$ cat src/rtl/serdes_pkg.sv
// Shared constants and types for the comma-aligned serial receive front end.
package serdes_pkg;

    localparam int SYM_W = 10;
    localparam int PH_W  = $clog2(SYM_W);

    localparam logic [SYM_W-1:0] K28_5_RDN = 10'b0011111010;
    localparam logic [SYM_W-1:0] K28_5_RDP = 10'b1100000101;

    typedef enum logic [1:0] {HUNT, VERIFY, LOCKED} align_state_t;

    function automatic logic is_comma(input logic [SYM_W-1:0] w);
        return (w == K28_5_RDN) || (w == K28_5_RDP);
    endfunction

endpackage

$ cat src/rtl/serdes_rx_lane_align.sv
// One lane: bit window, symbol phase, HUNT/VERIFY/LOCKED tracking and
// registered aligned-symbol output.
module serdes_rx_lane_align
    import serdes_pkg::*;
#(
    parameter int LOCK_COMMAS = 3,
    parameter int LOSS_ERRS   = 4
) (
    input  logic             clk,
    input  logic             rst_n,
    input  logic             ser,
    output logic [SYM_W-1:0] sym,
    output logic             sym_valid,
    output logic             sym_comma,
    output logic             locked
);

    localparam int CW = $clog2(LOCK_COMMAS + 1);
    localparam int EW = $clog2(LOSS_ERRS + 1);
    localparam logic [CW-1:0]   CNT_LOCK = CW'(LOCK_COMMAS);
    localparam logic [EW-1:0]   ERR_LOSS = EW'(LOSS_ERRS);
    localparam logic [PH_W-1:0] PH_LAST  = PH_W'(SYM_W - 1);

    logic [SYM_W-1:0] window;
    logic [PH_W-1:0]  phase, phase_nxt;
    align_state_t     state, state_nxt;
    logic [CW-1:0]    comma_cnt, cnt_nxt;
    logic [EW-1:0]    err_cnt, err_nxt;
    logic [SYM_W-1:0] sym_nxt;
    logic             valid_nxt, comma_nxt;
    logic             match, boundary;

    assign match    = is_comma(window);
    assign boundary = (phase == '0);
    assign locked   = (state == LOCKED);

    always_comb begin
        state_nxt = state;
        phase_nxt = (phase == PH_LAST) ? '0 : phase + 1'b1;
        cnt_nxt   = comma_cnt;
        err_nxt   = err_cnt;
        sym_nxt   = sym;
        valid_nxt = 1'b0;
        comma_nxt = 1'b0;
        case (state)
            HUNT: begin
                if (match) begin
                    // Current cycle becomes phase 0, so the next one is phase 1.
                    phase_nxt = PH_W'(1);
                    cnt_nxt   = CW'(1);
                    err_nxt   = '0;
                    state_nxt = (CNT_LOCK <= CW'(1)) ? LOCKED : VERIFY;
                end
            end
            VERIFY: begin
                if (match && boundary) begin
                    if (comma_cnt != CNT_LOCK) cnt_nxt = comma_cnt + 1'b1;
                    if (cnt_nxt == CNT_LOCK) begin
                        state_nxt = LOCKED;
                        err_nxt   = '0;
                    end
                end else if (match) begin
                    phase_nxt = PH_W'(1);
                    cnt_nxt   = CW'(1);
                end
            end
            LOCKED: begin
                if (boundary) begin
                    sym_nxt   = window;
                    valid_nxt = 1'b1;
                    comma_nxt = match;
                end
                if (match && boundary) begin
                    err_nxt = '0;
                end else if (match) begin
                    // Stray comma: count it but keep the established phase.
                    if (err_cnt != ERR_LOSS) err_nxt = err_cnt + 1'b1;
                    if (err_nxt == ERR_LOSS) begin
                        state_nxt = HUNT;
                        cnt_nxt   = '0;
                        err_nxt   = '0;
                    end
                end
            end
            default: state_nxt = HUNT;
        endcase
    end

    always_ff @(posedge clk or negedge rst_n) begin
        if (!rst_n) begin
            window    <= '0;
            phase     <= '0;
            state     <= HUNT;
            comma_cnt <= '0;
            err_cnt   <= '0;
            sym       <= '0;
            sym_valid <= 1'b0;
            sym_comma <= 1'b0;
        end else begin
            window    <= {window[SYM_W-2:0], ser};
            phase     <= phase_nxt;
            state     <= state_nxt;
            comma_cnt <= cnt_nxt;
            err_cnt   <= err_nxt;
            sym       <= sym_nxt;
            sym_valid <= valid_nxt;
            sym_comma <= comma_nxt;
        end
    end

endmodule

$ cat src/rtl/serdes_rx_aligner.sv
// Multi-lane comma-aligned receive front end: independent per-lane aligners
// plus a registered link-up flag.
module serdes_rx_aligner
    import serdes_pkg::*;
#(
    parameter int LANES       = 4,
    parameter int LOCK_COMMAS = 3,
    parameter int LOSS_ERRS   = 4
) (
    input  logic                   clk,
    input  logic                   rst_n,
    input  logic [LANES-1:0]       ser_in,
    output logic [LANES*SYM_W-1:0] sym_out,
    output logic [LANES-1:0]       sym_valid,
    output logic [LANES-1:0]       sym_comma,
    output logic [LANES-1:0]       lane_locked,
    output logic                   link_up
);

    for (genvar i = 0; i < LANES; i++) begin : g_lane
        serdes_rx_lane_align #(
            .LOCK_COMMAS (LOCK_COMMAS),
            .LOSS_ERRS   (LOSS_ERRS)
        ) u_lane (
            .clk       (clk),
            .rst_n     (rst_n),
            .ser       (ser_in[i]),
            .sym       (sym_out[SYM_W*i +: SYM_W]),
            .sym_valid (sym_valid[i]),
            .sym_comma (sym_comma[i]),
            .locked    (lane_locked[i])
        );
    end

    always_ff @(posedge clk or negedge rst_n) begin
        if (!rst_n) link_up <= 1'b0;
        else        link_up <= &lane_locked;
    end

endmodule

$ cat config.mk
export PLATFORM = sky130hd
export DESIGN_NAME = serdes_rx_aligner
export DESIGN_NICKNAME = d
export VERILOG_FILES = /design/src/rtl/serdes_pkg.sv /design/src/rtl/serdes_rx_lane_align.sv /design/src/rtl/serdes_rx_aligner.sv
export SDC_FILE = /design/constraint.sdc
export NUM_CORES = 1
export LEC_CHECK = 0
export ABC_CLOCK_PERIOD_IN_PS = 4400
export CORE_UTILIZATION = 30
export DETAILED_ROUTE_END_ITERATION = 10
export MAX_ROUTING_LAYER = met4
export PLACE_DENSITY = 0.58
export SYNTH_ARGS = -nofsm -noshare
export SYNTH_HDL_FRONTEND = slang
export SYNTH_HIERARCHICAL = 1
export SYNTH_SLANG_ARGS = --single-unit
$ cat constraint.sdc
create_clock -name clk -period 4.4 [get_ports clk]
set_input_delay 0.88 -clock clk [delete_from_list [all_inputs] [get_ports clk]]
set_output_delay 0.88 -clock clk [all_outputs]
set_load 0.02 [all_outputs]
==> results of run 1 <==
## registers in the layout (all words and copies together) (netlist names)
register,cells
g_lane.u_lane/sym_valid,4
g_lane.u_lane/err_cnt,12
g_lane.u_lane/phase,16
g_lane.u_lane/sym,40
g_lane.u_lane/window,40
g_lane.u_lane/comma_cnt,8
g_lane.u_lane/sym_comma,4
g_lane.u_lane/state,8
link_up,1
## layout by cell type (no fill, tap or decap), types with 5 or more instances in the layout
master                            count
sky130_fd_sc_hd__a21oi_1             30
sky130_fd_sc_hd__a31oi_1              5
sky130_fd_sc_hd__and2_1               9
sky130_fd_sc_hd__and3_1               7
sky130_fd_sc_hd__clkbuf_16           17
sky130_fd_sc_hd__clkdlybuf4s50_1     57
sky130_fd_sc_hd__dfrtp_1            133
sky130_fd_sc_hd__ha_1                36
sky130_fd_sc_hd__inv_1               35
sky130_fd_sc_hd__mux2_2              43
sky130_fd_sc_hd__mux2i_1              5
sky130_fd_sc_hd__nand2_1             20
sky130_fd_sc_hd__nand3_1              9
sky130_fd_sc_hd__nand3b_1             5
sky130_fd_sc_hd__nand4_1             11
sky130_fd_sc_hd__nor2_1              33
sky130_fd_sc_hd__nor2b_1              6
sky130_fd_sc_hd__nor3_1               5
sky130_fd_sc_hd__nor4bb_1             5
sky130_fd_sc_hd__o21ai_0             12
sky130_fd_sc_hd__o21ai_1              5
sky130_fd_sc_hd__o22ai_1              6
## metal layers
layer  vias to the layer above  GRT usage [%]  routed length, µm
li1                       2007              -                  -
met1                      2121           15.2               5680
met2                        90           20.1               6050
met3                        13           3.54                504
met4                         0           5.74                196
met5                         -              -                  0
## cell type report
class | count | area [µm²]
Tap cell | 270 | 338
Sequential cell | 133 | 3330
Clock inverter | 11 | 148
Clock buffer | 21 | 480
Fill cell | 1943 | 12500
Multi-Input combinational cell | 339 | 2680
Timing Repair Buffer | 60 | 597
Inverter | 35 | 131
## metrics by stage
step	hold slack [ns]	instance area, µm²	util (%)	setup slack, ns	cells
finish	0.402	7700	38.0	1.40	869
global route	0.433	7700	38.0	1.29	869
CTS	0.405	7700	38.0	1.37	869
detailed placement	0.395	7070	34.9	1.82	837
global placement	0.394	7070	34.9	1.87	837
floorplan	0.374	6210	-	2.42	517
## final timing paths
path                       slack, ns                                     to                                    start  cells past startpoint
max                             1.40                         lane_locked[1]    g_lane[1].u_lane/state[0]$_DFFE_PN0P_                      3
min                             0.40   g_lane[2].u_lane/window[3]$_DFF_PN0_     g_lane[2].u_lane/window[2]$_DFF_PN0_                      0
max reg2reg                     2.21  g_lane[2].u_lane/state[0]$_DFFE_PN0P_  g_lane[2].u_lane/err_cnt[0]$_DFFE_PN0P_                      8
min reg2reg                     0.40   g_lane[2].u_lane/window[3]$_DFF_PN0_     g_lane[2].u_lane/window[2]$_DFF_PN0_                      0
max in group asynchronous       2.86  g_lane[3].u_lane/state[1]$_DFFE_PN0P_                                    rst_n                      2
min in group asynchronous       0.58    g_lane[3].u_lane/sym[9]$_DFFE_PN0P_                                    rst_n                      1
## power groups by stage
stage                     Sequential [mW]  Combinational, mW  Clock, mW
after floorplan                      1.44              0.559          0
after global placement               1.46              0.647          0
after detailed placement             1.47              0.693          0
after CTS                            1.45              0.698       1.53
after global routing                 1.47              0.790       1.58
final                                1.45              0.693       1.48
## critical path, cell delays in order, from the launching register on
cell and delay, ns:
sky130_fd_sc_hd__dfrtp_1 0.41, sky130_fd_sc_hd__inv_1 0.10, sky130_fd_sc_hd__ha_1 0.47, sky130_fd_sc_hd__clkdlybuf4s50_1 0.72
## cells by family (layout without fill, tap and decap cells)
| group | count (synthesis) | after routing | share of synthesized area [%] |
|---|---|---|---|
| AO/OA/AOI/OAI | 103 | 103 | 12.0 |
| XOR/XNOR | 5 | 5 | 0.705 |
| adder cells (fa/ha/maj) | 36 | 36 | 7.25 |
| buffers and inverters | 45 | 127 | 3.30 |
| flip-flops | 133 | 133 | 53.6 |
| multiplexers | 50 | 50 | 9.03 |
| AND/OR/NAND/NOR | 145 | 145 | 14.1 |
==> results.json, run 1 <==
{
  "outcome": "finished clean",
  "pwr_density_cell_mw_per_mm2": 471,
  "largest_fanout_of_any_net_on_the_critical_path": 12,
  "yosys_register_bits": 133,
  "synth_area_leader_cell": "sky130_fd_sc_hd__dfrtp_1",
  "intPower_mw": 2.59,
  "average_size_of_a_mapped_cell_um2": 12.0,
  "routed_via_density": 4.87,
  "gp_congestion": 0.832,
  "setup_tns_after_final_layout_ns": 0,
  "drive_above_1_share_pct": 17.7,
  "fin_total_pwr_mw": 3.63,
  "static-leakage-power_nw": 3.42,
  "insertedDiodeCount": 0,
  "antenna_found_initial": 0,
  "synth_most_common_cell": "sky130_fd_sc_hd__dfrtp_1",
  "nets": 628,
  "max_cap_viol_count": 0,
  "place_hpwl_mm": 8.49,
  "finalMaxSlewViolations": 0,
  "asyncSetResetFlopFracSynth_pct": 100,
  "start_kind": "register",
  "worst_case_vdd_ir_drop_uv": 267,
  "htreeDepth": 4,
  "syn-instance-count": 517,
  "vias": 4231,
  "p_seq_share_pct": 40.0,
  "cts_made_buffers": 17,
  "port-buffer-count": 58,
  "top_area_cell_type_share_of_the_netlist_area_pct": 53.6,
  "type_of_the_worst_setup_path": "reg2out",
  "post_synth_main_area_contributors": "sky130_fd_sc_hd__dfrtp_1 54%, sky130_fd_sc_hd__mux2_2 7.8%, sky130_fd_sc_hd__ha_1 7.3%",
  "die_height_um": 146,
  "syn_nets": 559,
  "syn_to_final_growth_pct": 24.0,
  "worst_clock_skew_ns": 0.00818,
  "cts_resized": 0,
  "number_of_distinct_library_cells_after_synthesis": 83,
  "detail_route.iter0.violations": 279,
  "root_buffer": "sky130_fd_sc_hd__clkbuf_16",
  "synth.yosys.seq_area_share_pct": 53.6,
  "synth_warnings": 6,
  "ys_dominant_reg_cell": "sky130_fd_sc_hd__dfrtp_1",
  "post-route-min-period_ns": 3.00,
  "worstMarginPinSlew_ns": 1.10,
  "power.switching_fraction_pct": 28.5,
  "worstPathRequired_ns": 3.52,
  "tritoncts": "yes",
  "setup_violations": 0,
  "initial_core_util_pct": 30.7,
  "min_period_over_period_pct": 68.3,
  "grt_first_pass_wirelength_mm": 21.1,
  "core.rowCount": 52,
  "die_x_um": 146,
  "end_kind": "primary output",
  "p_sw_mw": 1.03,
  "grt_max_degree": 120,
  "post_cts_hold_buffer_count": 0,
  "clockPowerShare_pct": 40.9,
  "grt_use_total_pct": 12.8,
  "cts.clk_slew.worst_paths_ns": 0.06,
  "post-cts-setup-buffer-count": 0,
  "globalRoute.totalOverflow": 0,
  "drtPass1Iterations": 5,
  "fmaxAchievable_mhz": 333,
  "ys_top_cells_by_count": "133 x sky130_fd_sc_hd__dfrtp_1, 43 x sky130_fd_sc_hd__mux2_2, 36 x sky130_fd_sc_hd__ha_1",
  "final_hold_viol_count": 0,
  "count_of_nets_left_with_antenna_violations_after_detail_routing": 0,
  "hold_path.class": "reg2reg",
  "count_of_flip_flops_with_a_built_in_enable_after_synthesis": 0,
  "drcViolationCount": 0,
  "rsz0062_at_grt": "false",
  "number_of_global_route_vias_before_repair": 4373,
  "pin_count": 59,
  "worstSkewPairLatency_ns": 0.42,
  "power_frac_comb_pct": 19.1,
  "die_area_mm2": 0.0213,
  "synthesis.area_mm2": 0.00621,
  "finalWirelength_mm": 12.4,
  "core_region_area_mm2": 0.0202,
  "cts-root-to-sink-buffers": 2,
  "worst_ep_arrival_time_ns": 2.12,
  "slew-limit-headroom_pct": 26.6,
  "numClockSinks": 133,
  "avgRoutedWirePerCell_um": 14.3
}
No activity file was read; power rests on OpenSTA's default activity.
==> inputs of run 2 (changes only) <==
--- a/config.mk
+++ b/config.mk
@@ -5,7 +5,7 @@
 export SDC_FILE = /design/constraint.sdc
 export NUM_CORES = 1
 export LEC_CHECK = 0
-export ABC_CLOCK_PERIOD_IN_PS = 4400
+export ABC_CLOCK_PERIOD_IN_PS = 2900
 export CORE_UTILIZATION = 30
 export DETAILED_ROUTE_END_ITERATION = 10
 export MAX_ROUTING_LAYER = met4
==> constraint.sdc (replaced) <==
create_clock -name clk -period 2.9 [get_ports clk]
set_input_delay 0.58 -clock clk [delete_from_list [all_inputs] [get_ports clk]]
set_output_delay 0.58 -clock clk [all_outputs]
set_load 0.02 [all_outputs]
==> run 2 against run 1 <==
Setup slack got worse by 1.1 ns. Sequential power increased by 52%. Clock power increased by 43%. Cell count increased by 0.12%. Critical path type unchanged. Largest cell class unchanged.
==> results.json, run 2 (synthesis gave the netlist of run 1 again) <==
{
  "outcome": "finished clean",
  "setup_violations": 0,
  "worstSkewPairLatency_ns": 0.42,
  "die_height_um": 146,
  "r2r.worst_path.cells": 8,
  "detail_route.iter0.violations": 342,
  "grt_max_degree": 100,
  "insertedDiodeCount": 0,
  "worstMarginPinSlew_ns": 0.625,
  "nets": 629,
  "grt_use_total_pct": 12.9,
  "finalWirelength_mm": 12.4,
  "crit_slowest_cell": "sky130_fd_sc_hd__clkdlybuf4s50_1",
  "cts_made_buffers": 17,
  "critical-path-top-delay-family": "buffers and inverters",
  "syn_to_final_growth_pct": 23.6,
  "crit_reg_reg_endpoint": "g_lane[3].u_lane/comma_cnt[1]$_DFFE_PN0P_",
  "globalRoute.totalOverflow": 0,
  "die_x_um": 146,
  "layout_common_cells": "133 x sky130_fd_sc_hd__dfrtp_1, 57 x sky130_fd_sc_hd__clkdlybuf4s50_1, 43 x sky130_fd_sc_hd__mux2_2",
  "cts.clk_slew.worst_paths_ns": 0.06,
  "slew-limit-headroom_pct": 58.2,
  "post-route-min-period_ns": 2.63,
  "tritoncts": "yes",
  "antenna_found_initial": 0,
  "numClockSinks": 133,
  "number_of_global_route_vias_before_repair": 4436,
  "hold_path.class": "in2async",
  "cp.buffers_inverters": 2,
  "count_of_nets_left_with_antenna_violations_after_detail_routing": 0,
  "drive_above_1_share_pct": 17.7,
  "post_cts_hold_buffer_count": 0,
  "pwr_density_cell_mw_per_mm2": 699,
  "cp_slowest_stage_delay_ns": 0.69,
  "rsz0062_at_grt": "false",
  "start_kind": "register",
  "core.rowCount": 52,
  "min_period_over_period_pct": 90.7,
  "place_hpwl_mm": 8.70,
  "max_cap_viol_count": 0,
  "type_of_the_worst_setup_path": "reg2out",
  "die_area_mm2": 0.0213,
  "grt_first_pass_wirelength_mm": 21.5,
  "cts_resized": 0,
  "layout.cells.most_common": "sky130_fd_sc_hd__dfrtp_1",
  "timing.rr.start": "g_lane[3].u_lane/err_cnt[0]$_DFFE_PN0P_",
  "vias": 4197,
  "routed_via_density": 4.82,
  "preCtsSetupSlack_ns": 0.701,
  "htreeDepth": 4,
  "final_hold_viol_count": 0,
  "finalMaxSlewViolations": 0,
  "worst_ep_arrival_time_ns": 2.05,
  "root_buffer": "sky130_fd_sc_hd__clkbuf_16",
  "gp_congestion": 0.849,
  "pin_count": 59,
  "port-buffer-count": 58,
  "fmaxAchievable_mhz": 380,
  "drtPass1Iterations": 4,
  "static-leakage-power_nw": 3.41,
  "worstPathRequired_ns": 2.32,
  "setup.reg_to_reg.worst_slack_ns": 0.69,
  "filler_cell_count": 1919,
  "post-cts-setup-buffer-count": 0,
  "multi_input_gate_area_in_the_final_layout_mm2": 0.00268,
  "worst_clock_skew_ns": 0.00740,
  "setup_tns_after_final_layout_ns": 0,
  "end_kind": "primary output",
  "regArea_mm2": 0.00333,
  "drcViolationCount": 0,
  "worstPathCellList": "inv_1 -> ha_1 -> clkdlybuf4s50_1",
  "avgRoutedWirePerCell_um": 14.3,
  "core_region_area_mm2": 0.0202,
  "layout_top_registers": "g_lane.u_lane/sym x40, g_lane.u_lane/window x40, g_lane.u_lane/phase x16",
  "worst_case_vdd_ir_drop_uv": 478,
  "cts-root-to-sink-buffers": 2,
  "initial_core_util_pct": 30.7,
  "largest_fanout_of_any_net_on_the_critical_path": 11,
  "fin_ws_ns": 0.270
}
[run 2: final cells by class]
| type | count | area share, % |
|---|---|---|
| clock buffers | 20 | 5.95 |
| clock inverters | 12 | 1.68 |
| inverters | 35 | 1.71 |
| multi-input cells | 339 | 34.9 |
| flip-flops and latches | 133 | 43.4 |
| well taps | 270 | 4.40 |
| repair buffers | 61 | 8.04 |
[run 2: per-stage QoR]
stage	cell area (µm²)	hold WS (ns)	std cells	util, %	total power, mW
after floorplan	6210	0.284	517	-	3.03
after global placement	7090	0.394	838	35.0	3.20
after detailed placement	7090	0.401	838	35.0	3.28
after CTS	7680	0.0452	870	37.9	5.44
after global routing	7680	0.0667	870	37.9	5.68
final	7680	0.0506	870	37.9	5.37
[run 2: routing by layer]
metal | vias up | routed length (µm) | global-route usage (%)
li1 | 2010 | - | -
met1 | 2099 | 5750 | 15.4
met2 | 70 | 6030 | 20.4
met3 | 18 | 409 | 2.98
met4 | 0 | 212 | 6.58
met5 | - | 0 | -
[run 2: worst max path at each step]
stage / slack (ns) / cells past startpoint / to / start
after floorplan: 0.92 / 8 / g_lane[0].u_lane/state[0]$_DFFE_PN0P_ / g_lane[0].u_lane/err_cnt[0]$_DFFE_PN0P_
after global placement: 0.76 / 3 / lane_locked[0] / g_lane[0].u_lane/state[0]$_DFFE_PN0P_
after detailed placement: 0.70 / 8 / g_lane[2].u_lane/state[0]$_DFFE_PN0P_ / g_lane[2].u_lane/err_cnt[0]$_DFFE_PN0P_
after CTS: 0.25 / 3 / lane_locked[0] / g_lane[0].u_lane/state[0]$_DFFE_PN0P_
after global routing: 0.17 / 3 / lane_locked[0] / g_lane[0].u_lane/state[0]$_DFFE_PN0P_
final: 0.27 / 3 / lane_locked[0] / g_lane[0].u_lane/state[0]$_DFFE_PN0P_
[run 2: report_power, final]
| part | switching, mW | total (mW) | internal [mW] |
|---|---|---|---|
| Sequential | 0.175 | 2.20 | 2.02 |
| Clock | 0.810 | 2.12 | 1.31 |
| Combinational | 0.587 | 1.05 | 0.466 |
| Total | 1.57 | 5.37 | 3.80 |
==> inputs of run 3 (changes only) <==
--- a/config.mk
+++ b/config.mk
@@ -6,10 +6,12 @@
 export NUM_CORES = 1
 export LEC_CHECK = 0
 export ABC_CLOCK_PERIOD_IN_PS = 2900
+export CAP_MARGIN = 30
 export CORE_UTILIZATION = 30
 export DETAILED_ROUTE_END_ITERATION = 10
 export MAX_ROUTING_LAYER = met4
 export PLACE_DENSITY = 0.58
+export SLEW_MARGIN = 20
 export SYNTH_ARGS = -nofsm -noshare
 export SYNTH_HDL_FRONTEND = slang
 export SYNTH_HIERARCHICAL = 1
==> results of run 3 <==
No change in the layout: final DEF, timing and power equal those of run 2.
